`config.mk`:
```
export PLATFORM = sky130hd
export DESIGN_NAME = gnr_floyd_ctrl
export DESIGN_NICKNAME = d
export VERILOG_FILES = /design/src/rtl/gnr_pkg.sv /design/src/rtl/gnr_floyd_ctrl.sv
export SDC_FILE = /design/constraint.sdc
export NUM_CORES = 1
export LEC_CHECK = 0
export ABC_AREA = 1
export CORE_MARGIN = 2
export CORE_UTILIZATION = 55
export DETAILED_ROUTE_END_ITERATION = 8
export MAX_ROUTING_LAYER = met4
export PLACE_DENSITY = 0.82
export SLEW_MARGIN = 20
export SYNTH_ARGS = -nofsm -noshare
export SYNTH_HDL_FRONTEND = slang
export SYNTH_SLANG_ARGS = --single-unit
```
`constraint.sdc`:
```
create_clock -name clk -period 3.58 [get_ports clk]
set_clock_uncertainty 0.05 [all_clocks]
set_input_delay 0.716 -clock clk [delete_from_list [all_inputs] [get_ports clk]]
set_output_delay 0.716 -clock clk [all_outputs]
set_load 0.01 [all_outputs]
```
`src/rtl/gnr_pkg.sv`:
```
// Shared types for the GRN Floyd sequencer.
// State encoding and default sizing constants.
package gnr_pkg;

    localparam int GNR_CNT_W_DEF     = 16;
    localparam int GNR_NUM_NODES_DEF = 8;

    typedef enum logic [2:0] {
        IDLE,
        LOAD,
        STEP_A,
        CHECK_A,
        STEP_B,
        CHECK_B,
        DONE
    } gnr_floyd_state_t;

endpackage

```
`src/rtl/gnr_floyd_ctrl.sv`:
```
// Floyd cycle-detection sequencer for a GRN node array (tortoise s0, hare s1).
// Optional GNR_FLOYD_CAPTURE_EN adds attractor_state, the s0 vector at the meeting.
import gnr_pkg::*;

module gnr_floyd_ctrl #(
    parameter int          NUM_NODES = GNR_NUM_NODES_DEF,
    parameter int          CNT_W     = GNR_CNT_W_DEF,
    parameter int unsigned MAX_STEPS = 16'hFFFF
) (
    input  logic                 clk,
    input  logic                 rst,
    input  logic                 start,
    input  logic [NUM_NODES-1:0] init_vec,
    output logic                 reset_nos,
    output logic [NUM_NODES-1:0] init_state,
    output logic                 start_s0,
    output logic                 start_s1,
    input  logic [NUM_NODES-1:0] s0_vec,
    input  logic [NUM_NODES-1:0] s1_vec,
    output logic                 busy,
    output logic                 done,
    output logic                 timeout,
    output logic [CNT_W-1:0]     meet_steps,
    output logic [CNT_W-1:0]     period
`ifdef GNR_FLOYD_CAPTURE_EN
    ,
    output logic [NUM_NODES-1:0] attractor_state
`endif
);

    localparam logic [CNT_W-1:0] LIMIT = CNT_W'(MAX_STEPS);
    localparam logic [CNT_W-1:0] TWO   = CNT_W'(2);

    gnr_floyd_state_t state;
    logic [CNT_W-1:0] step_cnt;
    logic [CNT_W-1:0] per_cnt;
    logic             parity;
    logic             vec_eq;
    logic             accept;
    logic             match_a;

    assign vec_eq  = (s0_vec == s1_vec);
    assign accept  = start && (state == IDLE || state == DONE);
    // Odd-pulse comparisons are skipped: both paths are one step ahead then
    assign match_a = !parity && (step_cnt >= TWO) && vec_eq;

    always_ff @(posedge clk or negedge rst) begin
        if (!rst) begin
            state      <= IDLE;
            step_cnt   <= '0;
            per_cnt    <= '0;
            parity     <= 1'b0;
            reset_nos  <= 1'b0;
            init_state <= '0;
            start_s0   <= 1'b0;
            start_s1   <= 1'b0;
            busy       <= 1'b0;
            done       <= 1'b0;
            timeout    <= 1'b0;
            meet_steps <= '0;
            period     <= '0;
        end else begin
            reset_nos <= 1'b0;
            start_s0  <= 1'b0;
            start_s1  <= 1'b0;
            unique case (state)
                IDLE, DONE: begin
                    if (start) begin
                        init_state <= init_vec;
                        step_cnt   <= '0;
                        per_cnt    <= '0;
                        parity     <= 1'b0;
                        meet_steps <= '0;
                        period     <= '0;
                        done       <= 1'b0;
                        timeout    <= 1'b0;
                        busy       <= 1'b1;
                        reset_nos  <= 1'b1;
                        state      <= LOAD;
                    end
                end
                LOAD: begin
                    start_s0 <= 1'b1;
                    start_s1 <= 1'b1;
                    state    <= STEP_A;
                end
                STEP_A: begin
                    if (step_cnt != LIMIT) step_cnt <= step_cnt + 1'b1;
                    parity <= ~parity;
                    state  <= CHECK_A;
                end
                CHECK_A: begin
                    if (match_a) begin
                        meet_steps <= step_cnt;
                        per_cnt    <= '0;
                        start_s1   <= 1'b1;
                        state      <= STEP_B;
                    end else if (step_cnt == LIMIT) begin
                        timeout <= 1'b1;
                        done    <= 1'b1;
                        busy    <= 1'b0;
                        state   <= DONE;
                    end else begin
                        start_s0 <= 1'b1;
                        start_s1 <= 1'b1;
                        state    <= STEP_A;
                    end
                end
                STEP_B: begin
                    if (per_cnt != LIMIT) per_cnt <= per_cnt + 1'b1;
                    state <= CHECK_B;
                end
                CHECK_B: begin
                    if (vec_eq) begin
                        period <= per_cnt;
                        done   <= 1'b1;
                        busy   <= 1'b0;
                        state  <= DONE;
                    end else if (per_cnt == LIMIT) begin
                        timeout <= 1'b1;
                        done    <= 1'b1;
                        busy    <= 1'b0;
                        state   <= DONE;
                    end else begin
                        start_s1 <= 1'b1;
                        state    <= STEP_B;
                    end
                end
                default: state <= IDLE;
            endcase
        end
    end

`ifdef GNR_FLOYD_CAPTURE_EN
    always_ff @(posedge clk or negedge rst) begin
        if (!rst) begin
            attractor_state <= '0;
        end else if (accept) begin
            attractor_state <= '0;
        end else if (state == CHECK_A && match_a) begin
            attractor_state <= s0_vec;
        end
    end
`else
    logic unused_accept;
    assign unused_accept = accept;
`endif

endmodule

```
==> out/results.env <==
NUMCTSBUFFERS=9
INITIAL_CORE_UTIL_PCT=57.36
VDD_DROP_MAX_mV=0.3282
ANTENNA-DIODE-COUNT=0
FINALHOLDVIOLATIONS=0
FIN_HOLD_WS_NS=0.3364
CRITICAL_PATH.ENDPOINT_TYPE='flip-flop'
MAX_FREQ_MHz=371.4
FINALSETUPVIOLATIONS=0
TRITONCTS='done'
CLOCK_PATH_BUFFERS=2
NUMBER_OF_OPTIMIZATION_ITERATIONS_IN_THE_FIRST_DETAILED_ROUTE_PASS=5
CP_MAX_FO=23
CTS_POST_SETUP_BUFFERS_INSERTED=0
LARGEST_AREA_CONTRIBUTOR_IN_THE_SYNTHESIZED_NETLIST='dfrtp_1'
PLACE_AREA_MM2=0.005210
TIMING.FINAL.WS_SETUP_NS=0.8874
COUNT_OF_MAX_CAP_CONSTRAINT_VIOLATIONS=0
POSTCTSRESIZEDCELLS=0
DRIVE_GT1_SHARE_PCT=9.217
WORST-ENDPOINT-ARRIVAL_NS=2.87
GRT_UTIL_ALL_LAYERS_PCT=25.30
UTILIZATION_PCT=69.39
TOTAL_ROUTED_LENGTH_UM=9952
SYNTH_ENABLE_FLOP_CELLS=0
MAX_TRANSITION_VIOLS_FINAL=0
NETS=676
DIE_X_UM=94.23
FINAL_CELLS=753
YOSYS-TOP-CELLS-AREA='dfrtp_1 46%, nand2_1 15%, nand3_1 6.0%'
CLOCK_SINKS=82
CORE_AREA_MM2=0.007807
SYNTH.DISTINCT_CELLS=39
GRT_ANTENNA_BEFORE_REPAIR=0
DP.FINAL_HPWL_UM=6997
TIMING_WORST_SLEW_PIN_VALUE_NS=0.7311
MIN_PERIOD_NS=2.693
PORT-BUFFER-COUNT=72
CLK_TRANSITION_REPORTED_PATHS_NS=0.09
CTSHOLDBUFFERS=0
SYNTHTOLAYOUTAREAGROWTH_PCT=20.98
CRITICAL_PATH_REQUIRED_NS=3.76
CLOCKROOTBUFFER='clkbuf_8'
CRITPATHKIND='input port to flip-flop'
ROUTE.DETAILED.VIAS_PER_INST=5.238
SYNTH-SEQ-CELLS=82
WORST_HOLD_PATH_TYPE='input port to asynchronous set/reset pin'
PLACED_CELLS=737
POST_SYNTHESIS_AVERAGE_CELL_AREA_UM2=7.721
VIA_COUNT=3944
GRT_PASS1_VIAS=3665
FP.DIEH_UM=94.23
POST-PLACE-WS_NS=0.5432
POST_SYNTH_INSTANCE_AREA_MM2=0.004478
POST_SYNTH_INST_COUNT=580
CLOCK_TREE.HTREE_LEVEL_COUNT=3
NETLIST_TOP_CELLS_COUNT='181 x nand2_1, 82 x dfrtp_1, 65 x inv_1'
TIMING.FINAL.CRIT_SHARE_PCT=75.21
TIMING.CRITICAL_PATH.FROM_TYPE='input port'
BOUNDARYPINS=73
FIN_AREA_MM2=0.005418
DRT_FIRST_ITER_VIOLATIONS=321
YOSYSSEQAREASHARE_PCT=45.82
YOSYSTOPAREACELLSHARE_PCT=45.82
POWER.DENSITY_CELL_AREA_mW_PER_MM2=568.7
TOTAL_LEAKAGE_POWER_nW=2.512
SYNTH_FLOP_CELL='dfrtp_1'
MAXSLEWHEADROOM_PCT=51.26
GRT_OVERFLOW=0
SYNTH_ASYNC_SR_FLOP_SHARE_PCT=100.0
ROUTE.DETAILED.DRC=0
PLACER_CONGESTION_ESTIMATE=0.9306
SYNTH.NET_COUNT=610
YOSYSWARNINGCOUNT=0
DIE_AREA_MM2=0.008879
ROUTEDWLPERCELL_UM=13.22
RUN_STATUS='complete, no violations'
RSZ0062_AT_GRT='no'
CLKLATENCYLATEPIN_NS=0.36
LARGEST_NET_DEGREE_AT_THE_START_OF_GLOBAL_ROUTING=83
YOSYSMOSTFREQUENTCELL='nand2_1'
GRT_FIRST_PASS_WIRELENGTH_UM=17270
ROWS=32
FIN_TNS_SETUP_NS=0
POWER.TOTAL_mW=3.081
DETAIL-ROUTE-ANTENNA-NETS=0
[state kept, by name (all words and copies together), names as in the netlist]
| signal | flops |
|---|---|
| period | 16 |
| done | 1 |
| busy | 1 |
| state | 3 |
| timeout | 1 |
| init_state | 8 |
| start_s0 | 1 |
| start_s1 | 1 |
| step_cnt | 16 |
| parity | 1 |
| per_cnt | 16 |
| meet_steps | 16 |
| reset_nos | 1 |
[worst max-delay path, stage by stage]
cell,delay [ns]
clkdlybuf4s50_1,0.50
inv_1,0.06
nand2_1,0.07
nand2_1,0.07
nor2_2,0.09
nand2_2,0.10
nor2_8,0.28
nand2_2,0.15
nand2_4,0.10
nand3_2,0.42
nand2_1,0.23
o21ai_2,0.07
[kinds of logic (layout without fill, tap and decap cells)]
family / count (synthesis) / in the layout / synth area share (%)
DFF: 82 / 82 / 45.82
and+or+nand+nor: 322 / 322 / 32.75
AOI/OAI and AO/OA: 69 / 69 / 8.801
adders and majority gates: 3 / 3 / 0.8383
buffers and inverters: 88 / 159 / 8.661
xor gates and xnor gates: 16 / 16 / 3.129
[power by group]
group	internal, mW	leakage [nW]	switching, mW
logic	0.430	1.30	0.723
registers	1.09	1.11	0.150
clock network	0.341	0.0945	0.342
total	1.87	2.51	1.22
[per-layer routing]
metal / global-route usage [%] / part of all wire [%] / up-vias / wire length (um)
li1: - / - / 1977 / -
met2: 37.62 / 46 / 135 / 4614
met3: 5.136 / 6.6 / 11 / 659
met1: 35.02 / 46 / 1821 / 4563
met4: 8.333 / 1.2 / 0 / 115
met5: - / 0 / - / 0
[final timing paths]
check	cells past startpoint	startpoint	slack, ns	endpoint
worst min-delay path	1	rst	0.34	state[2]
worst max-delay path	12	s1_vec[0]	0.89	per_cnt[11]
worst min register to register	2	init_state[4]	0.44	init_state[4]
max in group asynchronous	1	rst	2.63	period[7]
min in group clk	2	init_state[4]	0.44	init_state[4]
worst max register to register	11	step_cnt[1]	1.23	step_cnt[5]
[layout make-up]
| type | instances | area, um^2 |
|---|---|---|
| inverters | 69 | 259.0 |
| repair buffers | 74 | 737.0 |
| clock inverters | 6 | 66.31 |
| fillers | 637 | 2390 |
| multi-input cells | 410 | 2038 |
| flip-flops and latches | 82 | 2052 |
| well taps | 102 | 127.6 |
| clock buffers | 10 | 137.6 |
[placed cells by master, fill, tap and decap left out, types with 9 or more instances in the layout]
cell               n
nand4_1            9
clkdlybuf4s50_1   71
xor2_1            13
o21ai_1           35
nand3_1           54
o21ai_0           15
nor2_1            41
inv_1             65
clkbuf_8          10
nand2_1          181
dfrtp_1           82
(Power assumes the default switching activity.)
